**src/rtl/nco_sweep_ctrl.sv**
```systemverilog
// nco_sweep_ctrl: steps the NCO phase increment from START to STOP by DELTA, holding each point for DWELL+2 cycles.
// Optional NCO_SWEEP_PINGPONG_EN: bounce between START and STOP until aborted, pulsing done at each endpoint.
module nco_sweep_ctrl #(
    parameter int ACC_WIDTH   = 32,
    parameter int DWELL_WIDTH = 16
) (
    input  logic                 aclk,
    input  logic                 arst_n,
    input  logic                 cfg_wr_en,
    input  logic [1:0]           cfg_addr,
    input  logic [ACC_WIDTH-1:0] cfg_data,
    input  logic                 sweep_start,
    input  logic                 sweep_abort,
    output logic [ACC_WIDTH-1:0] nco_step,
    output logic                 nco_step_valid,
    output logic                 busy,
    output logic                 done,
    output logic [15:0]          point_count
);
`ifdef NCO_SWEEP_PINGPONG_EN
    localparam bit PINGPONG = 1'b1;
`else
    localparam bit PINGPONG = 1'b0;
`endif

    typedef enum logic [1:0] {IDLE, LOAD, DWELL, STEP} state_t;

    state_t                 state_q, state_d;
    logic [ACC_WIDTH-1:0]   start_q, stop_q, delta_q;
    logic [DWELL_WIDTH-1:0] dwell_q;
    logic [ACC_WIDTH-1:0]   tgt_q, tgt_d, oth_q, oth_d, sh_delta_q, sh_delta_d;
    logic [DWELL_WIDTH-1:0] sh_dwell_q, sh_dwell_d, cnt_q, cnt_d;
    logic [ACC_WIDTH-1:0]   step_q, step_d;
    logic [15:0]            pcnt_q, pcnt_d;
    logic                   valid_q, valid_d, busy_q, busy_d, done_q, done_d;
    logic [ACC_WIDTH:0]     sum, diff;
    logic [ACC_WIDTH-1:0]   dst, nxt;
    logic                   at_tgt, up, clamp, moved;

    always_ff @(posedge aclk or negedge arst_n) begin
        if (!arst_n) begin
            start_q <= '0;
            stop_q  <= '0;
            delta_q <= '0;
            dwell_q <= '0;
        end else if (cfg_wr_en) begin
            if (cfg_addr == 2'd0) start_q <= cfg_data;
            if (cfg_addr == 2'd1) stop_q  <= cfg_data;
            if (cfg_addr == 2'd2) delta_q <= cfg_data;
            if (cfg_addr == 2'd3) dwell_q <= cfg_data[DWELL_WIDTH-1:0];
        end
    end

    always_ff @(posedge aclk or negedge arst_n) begin
        if (!arst_n) state_q <= IDLE;
        else         state_q <= state_d;
    end

    always_comb begin
        state_d = state_q;
        unique case (state_q)
            IDLE:    state_d = sweep_start ? LOAD : IDLE;
            LOAD:    state_d = DWELL;
            DWELL:   state_d = (cnt_q == '0) ? STEP : DWELL;
            default: state_d = (at_tgt && !PINGPONG) ? IDLE : DWELL;
        endcase
        if (sweep_abort) state_d = IDLE;
    end

    // At an endpoint in ping-pong mode the next point heads for the opposite endpoint.
    assign at_tgt = step_q == tgt_q;
    assign dst    = at_tgt ? oth_q : tgt_q;
    assign up     = dst >= step_q;
    assign sum    = {1'b0, step_q} + {1'b0, sh_delta_q};
    assign diff   = {1'b0, step_q} - {1'b0, sh_delta_q};
    assign clamp  = (sh_delta_q == '0) || (up ? (sum >= {1'b0, dst}) : (diff[ACC_WIDTH] || diff <= {1'b0, dst}));
    assign nxt    = clamp ? dst : (up ? sum[ACC_WIDTH-1:0] : diff[ACC_WIDTH-1:0]);
    assign moved  = nxt != step_q;

    always_comb begin
        tgt_d      = tgt_q;
        oth_d      = oth_q;
        sh_delta_d = sh_delta_q;
        sh_dwell_d = sh_dwell_q;
        cnt_d      = cnt_q;
        step_d     = step_q;
        pcnt_d     = pcnt_q;
        valid_d    = 1'b0;
        done_d     = 1'b0;
        if (!sweep_abort) begin
            unique case (state_q)
                LOAD: begin
                    tgt_d      = stop_q;
                    oth_d      = start_q;
                    sh_delta_d = delta_q;
                    sh_dwell_d = dwell_q;
                    cnt_d      = dwell_q;
                    step_d     = start_q;
                    pcnt_d     = 16'd1;
                    valid_d    = 1'b1;
                end
                DWELL: begin
                    cnt_d  = cnt_q - DWELL_WIDTH'(1);
                    done_d = (cnt_q == '0) && at_tgt;
                end
                STEP: begin
                    if (!at_tgt || PINGPONG) begin
                        step_d  = nxt;
                        valid_d = moved;
                        pcnt_d  = (moved && pcnt_q != 16'hFFFF) ? pcnt_q + 16'd1 : pcnt_q;
                        cnt_d   = sh_dwell_q;
                        tgt_d   = at_tgt ? oth_q : tgt_q;
                        oth_d   = at_tgt ? tgt_q : oth_q;
                    end
                end
                default: ;
            endcase
        end
        busy_d = state_d != IDLE;
    end

    always_ff @(posedge aclk or negedge arst_n) begin
        if (!arst_n) begin
            tgt_q      <= '0;
            oth_q      <= '0;
            sh_delta_q <= '0;
            sh_dwell_q <= '0;
            cnt_q      <= '0;
            step_q     <= '0;
            pcnt_q     <= '0;
            valid_q    <= 1'b0;
            busy_q     <= 1'b0;
            done_q     <= 1'b0;
        end else begin
            tgt_q      <= tgt_d;
            oth_q      <= oth_d;
            sh_delta_q <= sh_delta_d;
            sh_dwell_q <= sh_dwell_d;
            cnt_q      <= cnt_d;
            step_q     <= step_d;
            pcnt_q     <= pcnt_d;
            valid_q    <= valid_d;
            busy_q     <= busy_d;
            done_q     <= done_d;
        end
    end

    assign nco_step       = step_q;
    assign nco_step_valid = valid_q;
    assign busy           = busy_q;
    assign done           = done_q;
    assign point_count    = pcnt_q;
endmodule

```
**config.mk**
```make
export PLATFORM = sky130hd
export DESIGN_NAME = nco_sweep_ctrl
export DESIGN_NICKNAME = d
export VERILOG_FILES = /design/src/rtl/nco_sweep_ctrl.sv
export SDC_FILE = /design/constraint.sdc
export NUM_CORES = 1
export LEC_CHECK = 0
export ABC_AREA = 1
export CELL_PAD_IN_SITES_DETAIL_PLACEMENT = 1
export CELL_PAD_IN_SITES_GLOBAL_PLACEMENT = 1
export CORE_ASPECT_RATIO = 2
export CORE_UTILIZATION = 35
export DETAILED_ROUTE_END_ITERATION = 8
export GPL_TIMING_DRIVEN = 0
export PLACE_DENSITY_LB_ADDON = 0.1
export SLEW_MARGIN = 30
export SYNTH_ARGS = -nofsm -noshare
export SYNTH_HDL_FRONTEND = slang
export SYNTH_SLANG_ARGS = --single-unit
```
**constraint.sdc**
```tcl
create_clock -name aclk -period 6.5 [get_ports aclk]
set_clock_uncertainty 0.15 [all_clocks]
set_input_delay 1.3 -clock aclk [delete_from_list [all_inputs] [get_ports aclk]]
set_output_delay 1.3 -clock aclk [all_outputs]
set_load 0.02 [all_outputs]
```
== Word-level counts from Yosys, hierarchy flattened ==
Index checks and enable logic that the tools add are counted.

* Memory bits (writable): 0
* Bits in latches: 0
* Output and inout bits: 51
* Input bits: 39
* Bits in read-only memories: 0
* Register bits: 293
* Memories kept: 0

* Div/mod/pow operators: 0
* Mux-type cells: 21
* Add/subtract/negate cells: 4
* Reductions and logical operators: 19
* Equal/unequal tests: 11
* Multipliers: 0
* Bitwise operators: 1
* Shifts and indexed selects: 0
* Order comparisons: 3

{| class="wikitable"
|+ Operators with widths
! operator !! count
|-
| $mux W32 || 4
|-
| $pmux W32 S2 || 1
|-
| $mux W16 || 3
|-
| $pmux W16 S3 || 1
|-
| $add A32 B32 Y33 || 1
|-
| $ge A33 B32 Y1 || 1
|-
| $le A33 B32 Y1 || 1
|-
| $sub A32 B32 Y33 || 1
|-
| $eq A32 B32 Y1 || 1
|-
| $ge A32 B32 Y1 || 1
|-
| $logic_not A32 Y1 || 1
|-
| $ne A32 B32 Y1 || 1
|-
| $pmux W16 S2 || 1
|-
| $add A16 B1 Y16 const B || 1
|-
| $logic_not A16 Y1 || 1
|-
| $ne A16 B16 Y1 const B || 1
|-
| $sub A16 B1 Y16 const B || 1
|-
| $reduce_and A2 Y1 || 5
|-
| $eq A2 B2 Y1 const B || 4
|-
| $mux W1 || 7
|-
| $pmux W2 S3 || 1
|-
| $reduce_and A3 Y1 || 2
|-
| $eq A2 B1 Y1 const B || 2
|-
| $logic_not A2 Y1 || 2
|-
| 9 further kinds || 14
|}

== Longest topological paths before layout ==
* Depth in word-level cells: 12
* Mapped depth: 48
* Depth with buffers taken out: 46

== Worst setup path before layout ==
Ideal clock, no wire load.

* Kind: reg-to-reg
* From: register step_q[24], in the netlist nco_step[24]
* To: register pcnt_q[14], in the netlist point_count[14]
* Setup time: 0.118 ns
* Path buffers: 4
* Data required time: 6.232 ns
* Slack: 1.540 ns
* Clock period less this slack: 4.960 ns
* Data arrival time: 4.692 ns
* Stages on the path, launching flop included: 35
* Cell sequence: dfrtp_1 -> inv_2 -> nor2_1 -> nor4_1 -> nand4_1 -> nor4b_1 -> nand2_1 -> clkbuf_1 -> o21ai_1 -> inv_1 -> ha_1 -> nand2_1 -> nor2_1 -> nand2_1 -> nor4_1 -> nand4_1 -> nand3_1 -> inv_2 -> nand2_1 -> nand2_1 -> buf_6 -> buf_4 -> nand2_1 -> nand3_1 -> nand2_1 -> nand3_1 -> nor2_1 -> nand2_1 -> nor2_1 -> nand2_1 -> nand2_1 -> nand2_4 -> buf_2 -> nand3_1 -> nand2_1

* Word-level cells in the longest chain between the ends: 11
* Elaborated cells on any way between the ends: 17
* Classes of those cells: add/sub (2); order compare (3); eq/ne (4); mux (4); reduce/logical (4)

{| class="wikitable"
|+ RTL lines
! what !! RTL line !! source
|-
| from (decl) || 33 || <nowiki>logic [ACC_WIDTH-1:0] step_q, step_d;</nowiki>
|-
| from (signal assigned) || 140 || <nowiki>step_q <= step_d;</nowiki>
|-
| parallel branches: the longest is 10 deep, another holds $sub A32 B32 Y33 || n/a ||
|-
| $reduce_and A4 Y1 (no source line) (*) || n/a ||
|-
| to (signal assigned) || 141 || <nowiki>pcnt_q <= pcnt_d;</nowiki>
|-
| to (decl) || 34 || <nowiki>logic [15:0] pcnt_q, pcnt_d;</nowiki>
|}

Every way passes the cells marked *.
A chain may end at the register's enable or synchronous reset.

== Worst setup path in the final report ==
* From: register step_q[18], in the netlist nco_step[18]
* To: register pcnt_q[14], in the netlist point_count[14]

Same word-level chain as after synthesis.

==> flow_metrics.py <==
metrics = {
    "cts": {
        "cts_root_buffer": "clkbuf_16",
        "cts_buffers": 28,
        "clk_latency_ns": 0.59,
        "cts.htree.levels": 1,
        "cts_hold_buffers": 0,
        "clock_path_buffers": 3,
        "cts_sinks": 293,
        "path_clk_slew_ns": 0.07,
        "tritoncts": "yes",
    },
    "worst_setup_path": {
        "critPathLaunchType": "flip-flop",
        "crit_end": "point_count[14]",
        "crit_start": "nco_step[18]",
        "crit_type": "flip-flop to flip-flop",
        "r2r-start": "nco_step[18]",
        "path_max_fanout": 10,
        "crit_path_frequent_cell": "nand2_1",
        "r2r_slack_ns": 0.17,
        "worstSetupEndpointType": "flip-flop",
        "ff2ff_path_depth": 37,
        "cp_data_arrival_time_ns": 6.70,
        "cp_slowest_cell": "dfrtp_2",
        "cp.required_ns": 6.87,
        "crit_path_max_incr_delay_ns": 0.47,
        "worstReg2RegEnd": "point_count[14]",
    },
    "sta": {
        "final-setup-viol-count": 0,
        "relSlewSlack_pct": 33.2,
        "max_freq_mhz": 158,
        "tightest_slew_ns": 1.00,
        "fin_crit_ns": 6.33,
        "fin_crit_sh_pct": 97.4,
        "tns_ns": 0,
        "maxSlewViolCount": 0,
        "hold_viol": 0,
    },
    "global_routing": {
        "antenna_found_initial": 1,
        "grt_max_degree": 84,
        "grt_pass1_wl_um": 144000,
        "grtUsageTotal_pct": 32.7,
        "grt-ovfl-total": 0,
        "grt_pass1_vias": 22900,
    },
    "detailed_routing": {
        "drt_iter0_markers": 1003,
        "vias": 20900,
        "ant_nets": 0,
        "post_drt_wl_per_cell_um": 25.5,
        "drt-vias-per-instance": 5.40,
        "drt-total-wl_um": 98700,
        "dr.pass1.iters": 5,
        "drc": 0,
    },
    "yosys": {
        "synth_edf_count": 0,
        "avgSynthCellArea_sq_um": 7.14,
        "yosysUniqueCellTypes": 48,
        "ys_ff_latch": 293,
        "yosysSeqAreaShare_pct": 35.3,
        "synth_warnings": 0,
        "ys.flop_type": "dfrtp_1",
        "syn_nets": 3112,
        "async_flop_share_pct": 100,
        "synthCells": 2906,
        "netlist_area_sq_um": 20700,
    },
    "floorplan": {
        "die_h_um": 346,
        "start_util_pct": 35.6,
        "fp.coreArea_sq_um": 58300,
        "fp-row-count": 125,
        "die_w_um": 174,
        "ios": 90,
        "die-area_sq_um": 60300,
    },
    "placed_design": {
        "place_inst": 3761,
        "io_buffers": 89,
        "dp_hpwl_um": 81100,
        "place_congestion": 0.982,
    },
    "run_status": {
        "status": "completed",
    },
    "finish": {
        "stdcell_count": 3872,
        "area_growth_pct": 21.7,
        "drive_gt1_share_pct": 12.4,
        "final_nets": 3293,
        "fillCellCount": 7239,
        "ff_latch_area_sq_um": 7350,
        "multi_input_area_sq_um": 12200,
    },
    "job": {
        "max-cap-violations": 0,
    },
    "min_path": {
        "holdCritPathClass": "flip-flop to flip-flop",
        "holdPathStages": 2,
    },
}
## how the worst min path moves through the flow
stage / from / end
finish: oth_q[15] / oth_q[15]
CTS: oth_q[15] / oth_q[15]
detailed placement: oth_q[15] / oth_q[15]
global placement: sh_dwell_q[3] / sh_dwell_q[3]
floorplan: sh_dwell_q[2] / sh_dwell_q[2]
global route: delta_q[23] / delta_q[23]
## state kept, by name, summed over array words and instances (netlist names)
signal          cells
busy                1
cnt_q              16
delta_q            32
done                1
dwell_q            16
nco_step           32
nco_step_valid      1
oth_q              32
point_count        16
sh_delta_q         32
sh_dwell_q         16
start_q            32
state_q             2
stop_q             32
tgt_q              32
## per-layer routing
| layer | vias up | part of all wire, % | global-route usage, % | wire [um] |
|---|---|---|---|---|
| li1 | 9847 | - | - | - |
| met1 | 10200 | 34 | 31.1 | 33100 |
| met2 | 537 | 53 | 62.8 | 52700 |
| met3 | 318 | 2.6 | 2.48 | 2570 |
| met4 | 0 | 10 | 27.3 | 10300 |
| met5 | - | 0 | 0 | 0 |
## cells in the mapped netlist (all sizes together) (24+ instances only)
| master | count | area (sq um) |
|---|---|---|
| dfrtp | 293 | 7330 |
| xor2 | 58 | 508 |
| clkbuf | 76 | 287 |
| nand3 | 170 | 851 |
| o21ai | 278 | 1390 |
| nor2 | 234 | 878 |
| a21oi | 228 | 1150 |
| ha | 165 | 2060 |
| mux2 | 33 | 372 |
| inv | 381 | 1430 |
| nand4 | 24 | 150 |
| o22ai | 36 | 225 |
| buf | 39 | 230 |
| nand2 | 736 | 2780 |
## per-stage QoR
step / hold slack, ns / setup WS, ns / util [%] / area, sq um
finish: 0.336 / 0.171 / 43.3 / 25300
global route: 0.356 / -0.0755 / 43.3 / 25300
CTS: 0.339 / 0.00277 / 42.0 / 24500
detailed placement: 0.323 / -2.96 / 38.9 / 22700
global placement: 0.309 / -9.54 / 38.7 / 22600
floorplan: 0.293 / 1.54 / - / 20700
## logic make-up after synthesis
family / share of synthesized area [%]
adders and majority gates: 10.1
xor gates and xnor gates: 2.66
DFF: 35.3
buffers and inverters: 9.46
and+or+nand+nor: 24.4
muxes: 1.79
AOI/OAI and AO/OA: 16.2
## critical path: cells and delay by family, from the launching register on
family | cells | cell delay (ns)
simple gates | 22 | 2.72
buf+inv | 6 | 0.79
flops | 1 | 0.47
fa+ha+maj | 2 | 0.65
compound gates | 7 | 1.42
## placed cells by master (no fill, tap or decap), types with 9 or more instances in the layout
cell / Yosys / routed
nand2_1: 734 / 688
inv_1: 367 / 359
dfrtp_1: 293 / 276
o21ai_0: 262 / 240
nor2_1: 234 / 217
a21oi_1: 225 / 216
nand3_1: 170 / 160
ha_1: 165 / 157
clkdlybuf4s50_1: 0 / 88
clkbuf_1: 75 / 64
buf_4: 6 / 53
xor2_1: 58 / 52
nand2_2: 0 / 41
o22ai_1: 36 / 36
mux2_2: 33 / 33
clkbuf_16: 0 / 32
nand4_1: 24 / 24
inv_2: 14 / 19
nor3_1: 23 / 19
dfrtp_2: 0 / 17
buf_2: 25 / 16
o21ai_1: 16 / 14
o21a_1: 14 / 14
a22oi_1: 14 / 14
buf_6: 4 / 13
nand3b_1: 13 / 13
o21ai_2: 0 / 12
o21ai_4: 0 / 12
nor2_2: 0 / 12
a21o_1: 12 / 12
buf_12: 0 / 10
nor4_1: 17 / 9
## area by class of cell
cell class / instances / share of cell area (%)
Clock buffer: 41 / 3.37
Buffer: 112 / 2.77
Tap cell: 762 / 3.78
Sequential cell: 293 / 29.1
Antenna cell: 1 / 0.00991
Timing Repair Buffer: 154 / 6.22
Clock inverter: 11 / 0.481
Multi-Input combinational cell: 2113 / 48.5
Inverter: 385 / 5.76
## what timing repair did
action                                  CTS  global route
resized for setup                       162           136
cloned                                    0             3
endpoints found under the setup margin   49            17
pin swaps                                21            42
buffers inserted                         32            26
Power is not shown: default switching activity piles up to over one toggle a cycle in this logic, so the estimate is an artifact.
